[src/rtl/control_unit.sv]
// Multicycle RV64I controller: FETCH -> DECODE -> EXEC -> [MEM] -> WB, with HALT on
// illegal/SYSTEM opcodes and a wrapping retired-instruction counter.
module control_unit #(
    parameter int CNT_WIDTH    = 32,
    parameter int RESET_CYCLES = 2
) (
    input  logic                 CLK,
    input  logic                 RST,
    input  logic [6:0]           opcode,
    output logic                 WE_RF,
    output logic                 WE_MEM,
    output logic [1:0]           RF_din_sel,
    output logic                 ULA_din2_sel,
    output logic                 load_pc,
    output logic                 reset_pc,
    output logic                 reset_ir,
    output logic                 pc_next_sel,
    output logic                 pc_adder_sel,
    output logic                 halted,
    output logic                 instr_retired,
    output logic [CNT_WIDTH-1:0] retired_count,
    output logic [2:0]           state
);

    localparam int RCW = (RESET_CYCLES < 2) ? 1 : $clog2(RESET_CYCLES + 1);

    localparam logic [6:0] OP_LOAD = 7'b0000011;

    typedef enum logic [2:0] {
        S_RESET  = 3'd0,
        S_FETCH  = 3'd1,
        S_DECODE = 3'd2,
        S_EXEC   = 3'd3,
        S_MEM    = 3'd4,
        S_WB     = 3'd5,
        S_HALT   = 3'd6
    } state_t;

    typedef struct packed {
        logic       legal;
        logic       din2;
        logic [1:0] rf_sel;
        logic       pc_next;
        logic       pc_adder;
        logic       we_rf;
        logic       we_mem;
    } ctrl_t;

    // Field order: legal, din2, rf_sel, pc_next, pc_adder, we_rf, we_mem.
    function automatic ctrl_t decode_op(input logic [6:0] op);
        ctrl_t c;
        c = '0;
        case (op)
            7'b0110011, 7'b0111011: c = '{1'b1, 1'b0, 2'b01, 1'b0, 1'b0, 1'b1, 1'b0};
            7'b0010011, 7'b0011011: c = '{1'b1, 1'b1, 2'b01, 1'b0, 1'b0, 1'b1, 1'b0};
            7'b0110111:             c = '{1'b1, 1'b1, 2'b01, 1'b0, 1'b0, 1'b1, 1'b0};
            7'b0000011:             c = '{1'b1, 1'b1, 2'b00, 1'b0, 1'b0, 1'b1, 1'b0};
            7'b0100011:             c = '{1'b1, 1'b1, 2'b00, 1'b0, 1'b0, 1'b0, 1'b1};
            7'b1100011:             c = '{1'b1, 1'b0, 2'b00, 1'b1, 1'b0, 1'b0, 1'b0};
            7'b1101111:             c = '{1'b1, 1'b0, 2'b10, 1'b1, 1'b0, 1'b1, 1'b0};
            7'b1100111:             c = '{1'b1, 1'b1, 2'b10, 1'b1, 1'b1, 1'b1, 1'b0};
            7'b0010111:             c = '{1'b1, 1'b0, 2'b11, 1'b0, 1'b0, 1'b1, 1'b0};
            default:                c = '0;
        endcase
        return c;
    endfunction

    state_t               state_q, state_d;
    logic [6:0]           op_q, op_d;
    logic [RCW-1:0]       rst_cnt_q, rst_cnt_d;
    logic [CNT_WIDTH-1:0] cnt_q, cnt_d;

    always_comb begin
        state_d   = state_q;
        op_d      = op_q;
        rst_cnt_d = rst_cnt_q;
        cnt_d     = cnt_q;
        case (state_q)
            S_RESET: begin
                if (rst_cnt_q <= RCW'(1)) state_d = S_FETCH;
                else                      rst_cnt_d = rst_cnt_q - RCW'(1);
            end
            S_FETCH:  state_d = S_DECODE;
            S_DECODE: begin
                op_d    = opcode;
                state_d = decode_op(opcode).legal ? S_EXEC : S_HALT;
            end
            // Only loads need the extra cycle for the data-memory read to settle.
            S_EXEC:   state_d = (op_q == OP_LOAD) ? S_MEM : S_WB;
            S_MEM:    state_d = S_WB;
            S_WB: begin
                cnt_d   = cnt_q + CNT_WIDTH'(1);
                state_d = S_FETCH;
            end
            S_HALT:   state_d = S_HALT;
            default:  state_d = S_RESET;
        endcase
    end

    always_ff @(posedge CLK) begin
        if (RST) begin
            state_q   <= S_RESET;
            op_q      <= '0;
            rst_cnt_q <= RCW'(RESET_CYCLES);
            cnt_q     <= '0;
        end else begin
            state_q   <= state_d;
            op_q      <= op_d;
            rst_cnt_q <= rst_cnt_d;
            cnt_q     <= cnt_d;
        end
    end

    ctrl_t ctl;
    logic  sel_en;
    logic  wb_en;

    // Selects hold from EXEC through WB; strobes fire only in WB and never on a reset edge.
    always_comb begin
        ctl    = decode_op(op_q);
        sel_en = (state_q == S_EXEC) || (state_q == S_MEM) || (state_q == S_WB);
        wb_en  = (state_q == S_WB) && !RST;

        RF_din_sel    = sel_en ? ctl.rf_sel : 2'b00;
        ULA_din2_sel  = sel_en & ctl.din2;
        pc_next_sel   = sel_en & ctl.pc_next;
        pc_adder_sel  = sel_en & ctl.pc_adder;

        WE_RF         = wb_en & ctl.we_rf;
        WE_MEM        = wb_en & ctl.we_mem;
        load_pc       = wb_en;
        instr_retired = wb_en;

        reset_pc      = (state_q == S_RESET);
        reset_ir      = (state_q == S_RESET);
        halted        = (state_q == S_HALT);
        state         = state_q;
        retired_count = cnt_q;
    end

endmodule

[config.mk]
export PLATFORM = sky130hd
export DESIGN_NAME = control_unit
export DESIGN_NICKNAME = d
export VERILOG_FILES = /design/src/rtl/control_unit.sv
export SDC_FILE = /design/constraint.sdc
export NUM_CORES = 1
export LEC_CHECK = 0
export BUFFER_PORTS_ARGS = -buffer_cell sky130_fd_sc_hd__buf_2
export CORE_MARGIN = 2
export CORE_UTILIZATION = 57
export DETAILED_ROUTE_END_ITERATION = 8
export PLACE_DENSITY = 0.93
export SETUP_SLACK_MARGIN = 0.1
export SLEW_MARGIN = 20
export SYNTH_ARGS = -nofsm -noshare
export SYNTH_HDL_FRONTEND = slang
export SYNTH_SLANG_ARGS = --single-unit
[constraint.sdc]
create_clock -name CLK -period 4.4 [get_ports CLK]
set_input_delay 0.44 -clock CLK [delete_from_list [all_inputs] [get_ports CLK]]
set_output_delay 0.44 -clock CLK [all_outputs]
set_load 0.01 [all_outputs]
# After elaboration in Yosys (flattened, before gate mapping)

Index checks and enable logic that the tools add are counted.

$add $sub $neg: 2
Order comparisons: 1
Eq/ne operators: 29
Muxes and demuxes: 8
Bitwise operators: 6
Reductions and logical operators: 10

Operator list:

| operator                | count |
|---|---|
| $pmux W8 S8             | 1 |
| $eq A7 B6 Y1 const B    | 8 |
| $pmux W7 S8             | 1 |
| $eq A7 B5 Y1 const B    | 6 |
| $eq A7 B7 Y1 const B    | 6 |
| $add A32 B1 Y32 const B | 1 |
| $pmux W3 S7             | 1 |
| $eq A7 B2 Y1 const B    | 2 |
| $eq A3 B3 Y1 const B    | 3 |
| $mux W8                 | 1 |
| $eq A3 B2 Y1 const B    | 2 |
| $mux W3                 | 2 |
| $reduce_or A3 Y1        | 2 |
| $and A1 B1 Y1           | 5 |
| $reduce_or A2 Y1        | 2 |
| $eq A3 B1 Y1 const B    | 1 |
| $logic_not A3 Y1        | 1 |
| $le A2 B1 Y1 const B    | 1 |
| $logic_or A1 B1 Y1      | 2 |
| $mux W2                 | 1 |
| $ne A2 B1 Y1 const B    | 1 |
| $reduce_and A2 Y1       | 1 |
| $sub A2 B1 Y2 const B   | 1 |
| $logic_and A1 B1 Y1     | 1 |
| other kinds (3)         | 3 |

Flip-flop bits (word level): 44
Input bits: 9
Output and inout bits: 47
Word-level logic and storage cells: 60

# Logic depth before layout (Yosys ltp)

Gate-level depths: netlist of the first run.

Depth in word-level cells: 6
Mapped depth: 8
Mapped depth without buffers: 5

# Least setup slack after synthesis of the first run

Ideal clock, no wire load.

Path type: reg2out
Start: reg state_q[0], in the netlist state[0]
End: out pc_adder_sel
Arrival: 1439 ps
Data required time: 3960 ps
Setup slack: 2521 ps
Stages on the path, launching flop included: 6
Buffers on the path: 1
Path through: dfxtp_1 > buf_2 > inv_1 > nor3_1 > o211ai_1 > nor4_1

Word-level cells in the longest chain between the ends: 4
Elaborated cells on any way between the ends: 6
Classes of those cells: 3 x eq/ne; 1 x bitwise; 2 x reduce/logical

RTL lines:

| element                                             | line | RTL |
|---|---|---|
| start, declared                                     | 68   | `state_t state_q, state_d;` |
| start signal, assigned                              | 107  | `state_q <= state_d;` |
| $eq A3 B2 Y1 / $eq A3 B3 Y1 (equally long branches) | 121  | `sel_en = (state_q == S_EXEC) \|\| (state_q == S_MEM) \|\| (state_q == S_WB);` |
| $logic_or A1 B1 Y1                                  | 121  |  |
| $logic_or A1 B1 Y1 (*)                              | 121  |  |
| $and A1 B1 Y1 (*)                                   | 127  | `pc_adder_sel = sel_en & ctl.pc_adder;` |
| end, declared                                       | 18   | `output logic pc_adder_sel,` |

Mark *: on every way between the ends. The rest lies on a longest branch, timed or not.

# Worst setup path after layout of the first run

Start: reg state_q[2], in the netlist state[2]
End: reg cnt_q[22], in the netlist retired_count[22]

Word-level cells in the longest chain between the ends: 1

RTL lines:

| element              | line | RTL |
|---|---|---|
| $eq A3 B3 Y1         | 78   | `case (state_q)` |
| end signal, assigned | 110  | `cnt_q <= cnt_d;` |
| end, declared        | 71   | `logic [CNT_WIDTH-1:0] cnt_q, cnt_d;` |

No other way between the ends.
A chain may end at the register's enable or synchronous reset.

==> results of run 1 <==
path summary, 6_finish.rpt:
| kind | from | to | cells past startpoint |
|---|---|---|---|
| worst max register to register | state[2] | retired_count[22] | 4 |
| worst min register to register | retired_count[31] | retired_count[31] | 2 |
| worst min-delay path | opcode[6] | op_q[6] | 3 |
| worst max-delay path | state[2] | retired_count[22] | 4 |
final cells by class:
class | instances | area [um2] | area share (%)
sequential | 44 | 880.8 | 34.03
tap | 48 | 60.06 | 2.320
multi-input combinational | 196 | 1250 | 48.28
clock buffer | 7 | 96.34 | 3.722
inverter | 7 | 26.28 | 1.015
timing repair buffer | 55 | 275.3 | 10.63
through the flow:
| step | util, % | hold WS, ns | cell area [um2] |
|---|---|---|---|
| 4_1_cts | 69.15 | 0.4019 | 2589 |
| 3_5_place_dp | 66.58 | 0.4724 | 2492 |
| 3_3_place_gp | 66.58 | 0.4602 | 2492 |
| 2_1_floorplan | - | 0.4569 | 2258 |
| 5_1_grt | 69.15 | 0.4209 | 2589 |
| 6_report | 69.15 | 0.4054 | 2589 |
worst max-delay path, delay by kind of cell (launching register included):
kind               cells  cell delay, ns
AOI/OAI and AO/OA      1            0.17
DFF                    1            0.58
and+or+nand+nor        3            1.60
synthesized netlist by cell type (2+ instances only):
cell type	instances
dfxtp_1	44
a21oi_1	24
nor2_1	24
o31ai_1	15
or4_1	15
nand3_1	14
xor2_1	13
nand2_1	11
clkbuf_1	9
nand4_1	9
o21ai_0	9
mux2i_1	8
and3_1	7
inv_1	7
and4_1	6
nor3_1	5
or3_1	5
nand2b_1	4
a211oi_1	3
buf_2	3
buf_6	3
nand3b_1	3
a31oi_1	2
buf_4	2
ha_1	2
nor2b_1	2
nor4_1	2
where the power goes:
part           internal, mW  switching, mW
Combinational        0.0895          0.110
Sequential            0.428         0.0496
Clock                 0.140          0.136
kinds of logic (layout without fill, tap and decap cells):
logic type | Yosys count | in the layout | share of synthesized area [%]
compound gates | 59 | 59 | 16.07
mux | 8 | 8 | 3.546
buf+inv | 25 | 69 | 5.650
fa+ha+maj | 2 | 2 | 1.108
flops | 44 | 44 | 39.00
simple gates | 114 | 114 | 29.58
xor+xnor | 13 | 13 | 5.042
state kept, by name, summed over array words and instances (netlist names):
name and count:
op_q 7, rst_cnt_q 2, retired_count 32, state 3
metal layers:
metal | up-vias | track usage [%] | part of all wire [%]
met3 | 11 | 6.250 | 5.2
met2 | 66 | 41.63 | 49
met4 | 0 | 11.48 | 1.3
met1 | 1030 | 31.63 | 45
met5 | - | 0 | 0
li1 | 1077 | - | -
cell usage in the layout, fill, tap and decap left out, types with 4 or more instances in the layout:
cell / synthesis / layout
nand4_1: 9 / 9
nand2_1: 11 / 11
mux2i_1: 8 / 8
nor3_1: 5 / 5
clkbuf_8: 0 / 7
o31ai_1: 15 / 15
o21ai_0: 9 / 9
nand3_1: 14 / 14
and4_1: 6 / 6
or4_1: 15 / 15
dfxtp_1: 44 / 44
nand2b_1: 4 / 4
inv_1: 7 / 7
xor2_1: 13 / 13
nor2_1: 24 / 24
buf_2: 3 / 55
or3_1: 5 / 5
and3_1: 7 / 7
a21oi_1: 24 / 24
==> results.md, run 1 <==
* Worst endpoint data arrival time at 2.64 ns
* Ports at 56
* CTS H-tree depth at 2
* Nets@finish at 320
* Min cycle time layout at between 2 and 2.5 ns
* Via count at 2184
* Worst Path Max Fanout at 19
* VDD IR max at 0.3434 mV
* Vias in the first global route at 2051
* Top FF cell, synth: dfxtp_1
* DIE AREA at around 4500 um2
* P per Cell Area at 368.1 nW/um2
* Dpl hpwl at 3.570 mm
* Number of synthesized flops with an enable pin at 0
* CP Data Required Time at around 4.6 ns
* FILL cells at 328
* Total wire length at ~5.1 mm
* Antenna fix cells at 0
* Final Wtd Congestion at 0.8172
* Setup TNS at 0 ns
* Synthesis Warnings at 0
* Die Ht at 66.95 um
* Die Span X at 66.95 um
* Clk_lat worst skew at 0.30 ns
* Setup bufs post-CTS at 0
* Vias per cell at 6.118
* Seq cells post-synth at 44
* Mapped Area at 2258 um2
* Pleak at 1.059 nW
* Tcrit/Tclk final at 55.00%
* Sequential share of the synthesized area at 39.00%
* Crit. End Element: flip-flop
* Final Hold Fails at 0
* # setup viols final at 0
* Clk buf depth at 2
* Crit-path slowest cell: nand4b_1
* Hold Buf Count CTS at 0
* Achievable frequency at roughly 410 MHz
* Initial DRC count at 187
* Worst-path cell chain: nand3b_1, nand4b_1, or4_1, a21oi_1
* Synth area leader: dfxtp_1
* Max-cap viol count at 0
* Slew Limit Headroom at roughly 47%
* Async SR Flop Fraction at 0%
* Core area at 3744 um2
* Total track usage at ~26%
* Status: complete, no violations
* Pwr Total at 953.0 uW
* Area delta synth->final at 14.63%
* Fin cells at 357
* Resize count post-CTS at 0
* Syn avg cell area at about 8.5 um2
* Initial antenna violation count at 0
* Global route overflow at 0
* Initial Util at 60.33%
* TritonCTS buffer count at 5
* 1st-pass router iterations at 4
* Row cnt at 22
* Port bufs at 55
* Worst R2R Setup Slack at a little under 2 ns
* RSZ-0062 raised after global routing: false
* Tightest Hold Check Type: input pin to flip-flop
* Top post-synthesis cells by area: dfxtp_1 (39%), a21oi_1 (5.3%), xor2_1 (5.0%)
* Antenna-violating nets left at 0
* Worst stage delay on the critical path at ~0.70 ns
* Placed instance count at 350
* Post-route setup slack at around 2.0 ns
* Final Slew Violations at 0
* Syn Inst Count at 265
* WL per Instance at 14.37 um
* Root buf cell: clkbuf_8
* Largest net degree at the start of global routing at 47
* Post-synthesis cell type count at a little over 40
* Clock transition at path regs at ~0.08 ns
* TritonCTS clock tree: yes
* CP startpoint kind: flip-flop
* Number of clock sinks at 44
* Worst slew pin tran at 0.7974 ns
* Dpl ws at 2.009 ns
* Worst Setup Path Type: flip-flop to flip-flop
* Synth top area share at around 40%
* Drc violations at 0
* Synthesized Nets at 276
* Skew final at 0.01165 ns
* Share of layout cells above drive strength 1 at between 20% and 30%
* First-pass GRT wire length at 8.887 mm
Note: power is estimated with default switching activity, not from simulation.
==> run 2: changes to the inputs <==
CORE_UTILIZATION = 48   (was 57)
PLACE_DENSITY = 0.84   (was 0.93)
clock period = 2 ns   (was 4.4 ns; I/O delays follow)
==> run 2 against run 1 <==
Total power rose to 2.6 times the previous value. Clock-buffer cell count unchanged. First-iteration DRC count up 10%. Clock power rose to 2.7 times the previous value. Sequential share of layout area down 3.0 points. Critical path depth up 2. Via count up 3.9%. Combinational power rose to 3.4 times the previous value. Sequential power up 110%. Die area up 18%. Routed wire length up 11%. Non-clock buffer count up 22. Critical endpoint is now RF_din_sel[0]. Largest cell class unchanged.
==> results.md, run 2 (synthesized netlist as in run 1, its figures left out) <==
* Status: complete, no violations
* TritonCTS clock tree: yes
* Min cycle time layout at roughly 1.9 ns
* Placed instance count at 364
* Max reg flops at 32
* Setup TNS at 0 ns
* Worst endpoint data arrival time at 1.66 ns
* Tightest Hold Check Type: input pin to flip-flop
* Total wire length at 5.713 mm
* Worst Setup Path Type: flip-flop to output port
* Root buf cell: clkbuf_8
* Tcrit/Tclk final at 93.19%
* Clk_lat worst skew at 0.31 ns
* WL per Instance at roughly 15 um
* Final Slew Violations at 0
* Nets@finish at 343
* Max-cap viol count at 0
* Worst stage delay on the critical path at 0.33 ns
* Final Hold Fails at 0
* DIE AREA at 5270 um2
* Worst slew pin tran at approximately 0.44 ns
* Slew Limit Headroom at slightly above 70%
* Number of clock sinks at 44
* Die Span X at 72.60 um
* Vias in the first global route at 1954
* Die Ht at 72.60 um
* Total track usage at between 20% and 30%
* Most common cell after layout, fill and taps aside: buf_2
* Dpl hpwl at 3.669 mm
* VDD IR max at 0.7033 mV
* Ports at 56
* Fin util at 64.10%
* Core area at about 4400 um2
* Antenna-violating nets left at 0
* Most frequent cells in the layout: buf_2 (55), dfxtp_1 (41), a21oi_1 (24)
* Crit. End Element: output port
* Drc violations at 0
* Area delta synth->final at 26.15%
* Worst-path cell chain: buf_6, clkinvlp_4, nor3_2, o211ai_1, a211oi_1, buf_2
* First-pass GRT wire length at 8.776 mm
* Vias per cell at 5.896
* Clock transition at path regs at approximately 0.08 ns
* Final Wtd Congestion at 0.8200
* Antenna fix cells at 0
* Port bufs at 55
* Pleak at 1.197 nW
* CP Data Required Time at between 1.5 and 2 ns
* Initial antenna violation count at 0
* Initial Util at approximately half
* P per Cell Area at 858.7 nW/um2
* Share of layout cells above drive strength 1 at 29.73%
* Skew final at 0.006924 ns
* 1st-pass router iterations at 4
* Clk buf depth at 2
* Via count at 2270
* TritonCTS buffer count at 5
* Global route overflow at 0
* Fin cells at 385
* Largest net degree at the start of global routing at 30
* # setup viols final at 0
* Crit-path slowest cell: dfxtp_2
* Hold Buf Count CTS at 0
* Row cnt at 24
* FILL cells at 362
* Worst Path Max Fanout at 6
* Initial DRC count at between 200 and 250
* Achievable frequency at 536.5 MHz
* CP bufs+invs at 3
* CTS H-tree depth at 2
* RSZ-0062 raised after global routing: true
* CP startpoint kind: flip-flop
* Cell family with most CP delay: compound AO/OA/AOI/OAI gates
-- run 2: final timing paths --
| check | start | endpoint | slack [ns] | depth (start not counted) |
|---|---|---|---|---|
| worst max register to register | retired_count[3] | retired_count[31] | 0.22 | 4 |
| worst min-delay path | opcode[5] | op_q[5] | 0.15 | 3 |
| worst min register to register | retired_count[18] | retired_count[18] | 0.49 | 2 |
| worst max-delay path | state[0] | RF_din_sel[0] | 0.14 | 6 |
-- run 2: per-stage QoR --
step	setup WS (ns)	area (um2)	total power, mW	hold slack [ns]
after floorplan	0.2098	2258	1.416	0.3472
after global placement	0.2817	2572	1.526	0.4565
after detailed placement	0.1833	2572	1.542	0.4613
after CTS	0.09290	2711	2.294	0.1478
after global routing	0.01800	2849	2.555	0.1892
final	0.1362	2849	2.446	0.1520
-- run 2: worst reg2reg max path, cell delays in order, from the launching register on --
cell and delay, ns:
dfxtp_1 0.39, and3_1 0.38, nand4_4 0.23, or4_1 0.55, a21oi_1 0.17
-- run 2: layout make-up --
class | instances | area [um2] | area share (%)
clock buffer | 7 | 96.34 | 3.382
multi-input combinational | 197 | 1285 | 45.10
timing repair buffer | 77 | 455.4 | 15.99
tap | 52 | 65.06 | 2.284
clock inverter | 1 | 30.03 | 1.054
sequential | 44 | 884.6 | 31.05
inverter | 7 | 32.53 | 1.142
-- run 2: routing by layer --
layer / part of all wire [%] / GRT usage [%] / vias to the layer above
li1: - / - / 1128
met1: 44 / 26.57 / 1042
met2: 48 / 34.24 / 86
met3: 5.8 / 4.282 / 14
met4: 1.9 / 8.642 / 0
met5: 0 / 0 / -
-- run 2: report_power, final --
| part | internal, mW | switching [mW] |
|---|---|---|
| clock network | 0.441 | 0.310 |
| logic | 0.329 | 0.347 |
| registers | 0.945 | 0.0742 |
| total | 1.71 | 0.732 |
-- run 2: repair_timing --
item,4_1_cts,5_1_grt
buffers inserted,1,11
gates resized for setup,1,14
endpoints found under the setup margin,4,15
cloned,0,1
pin swaps,2,7
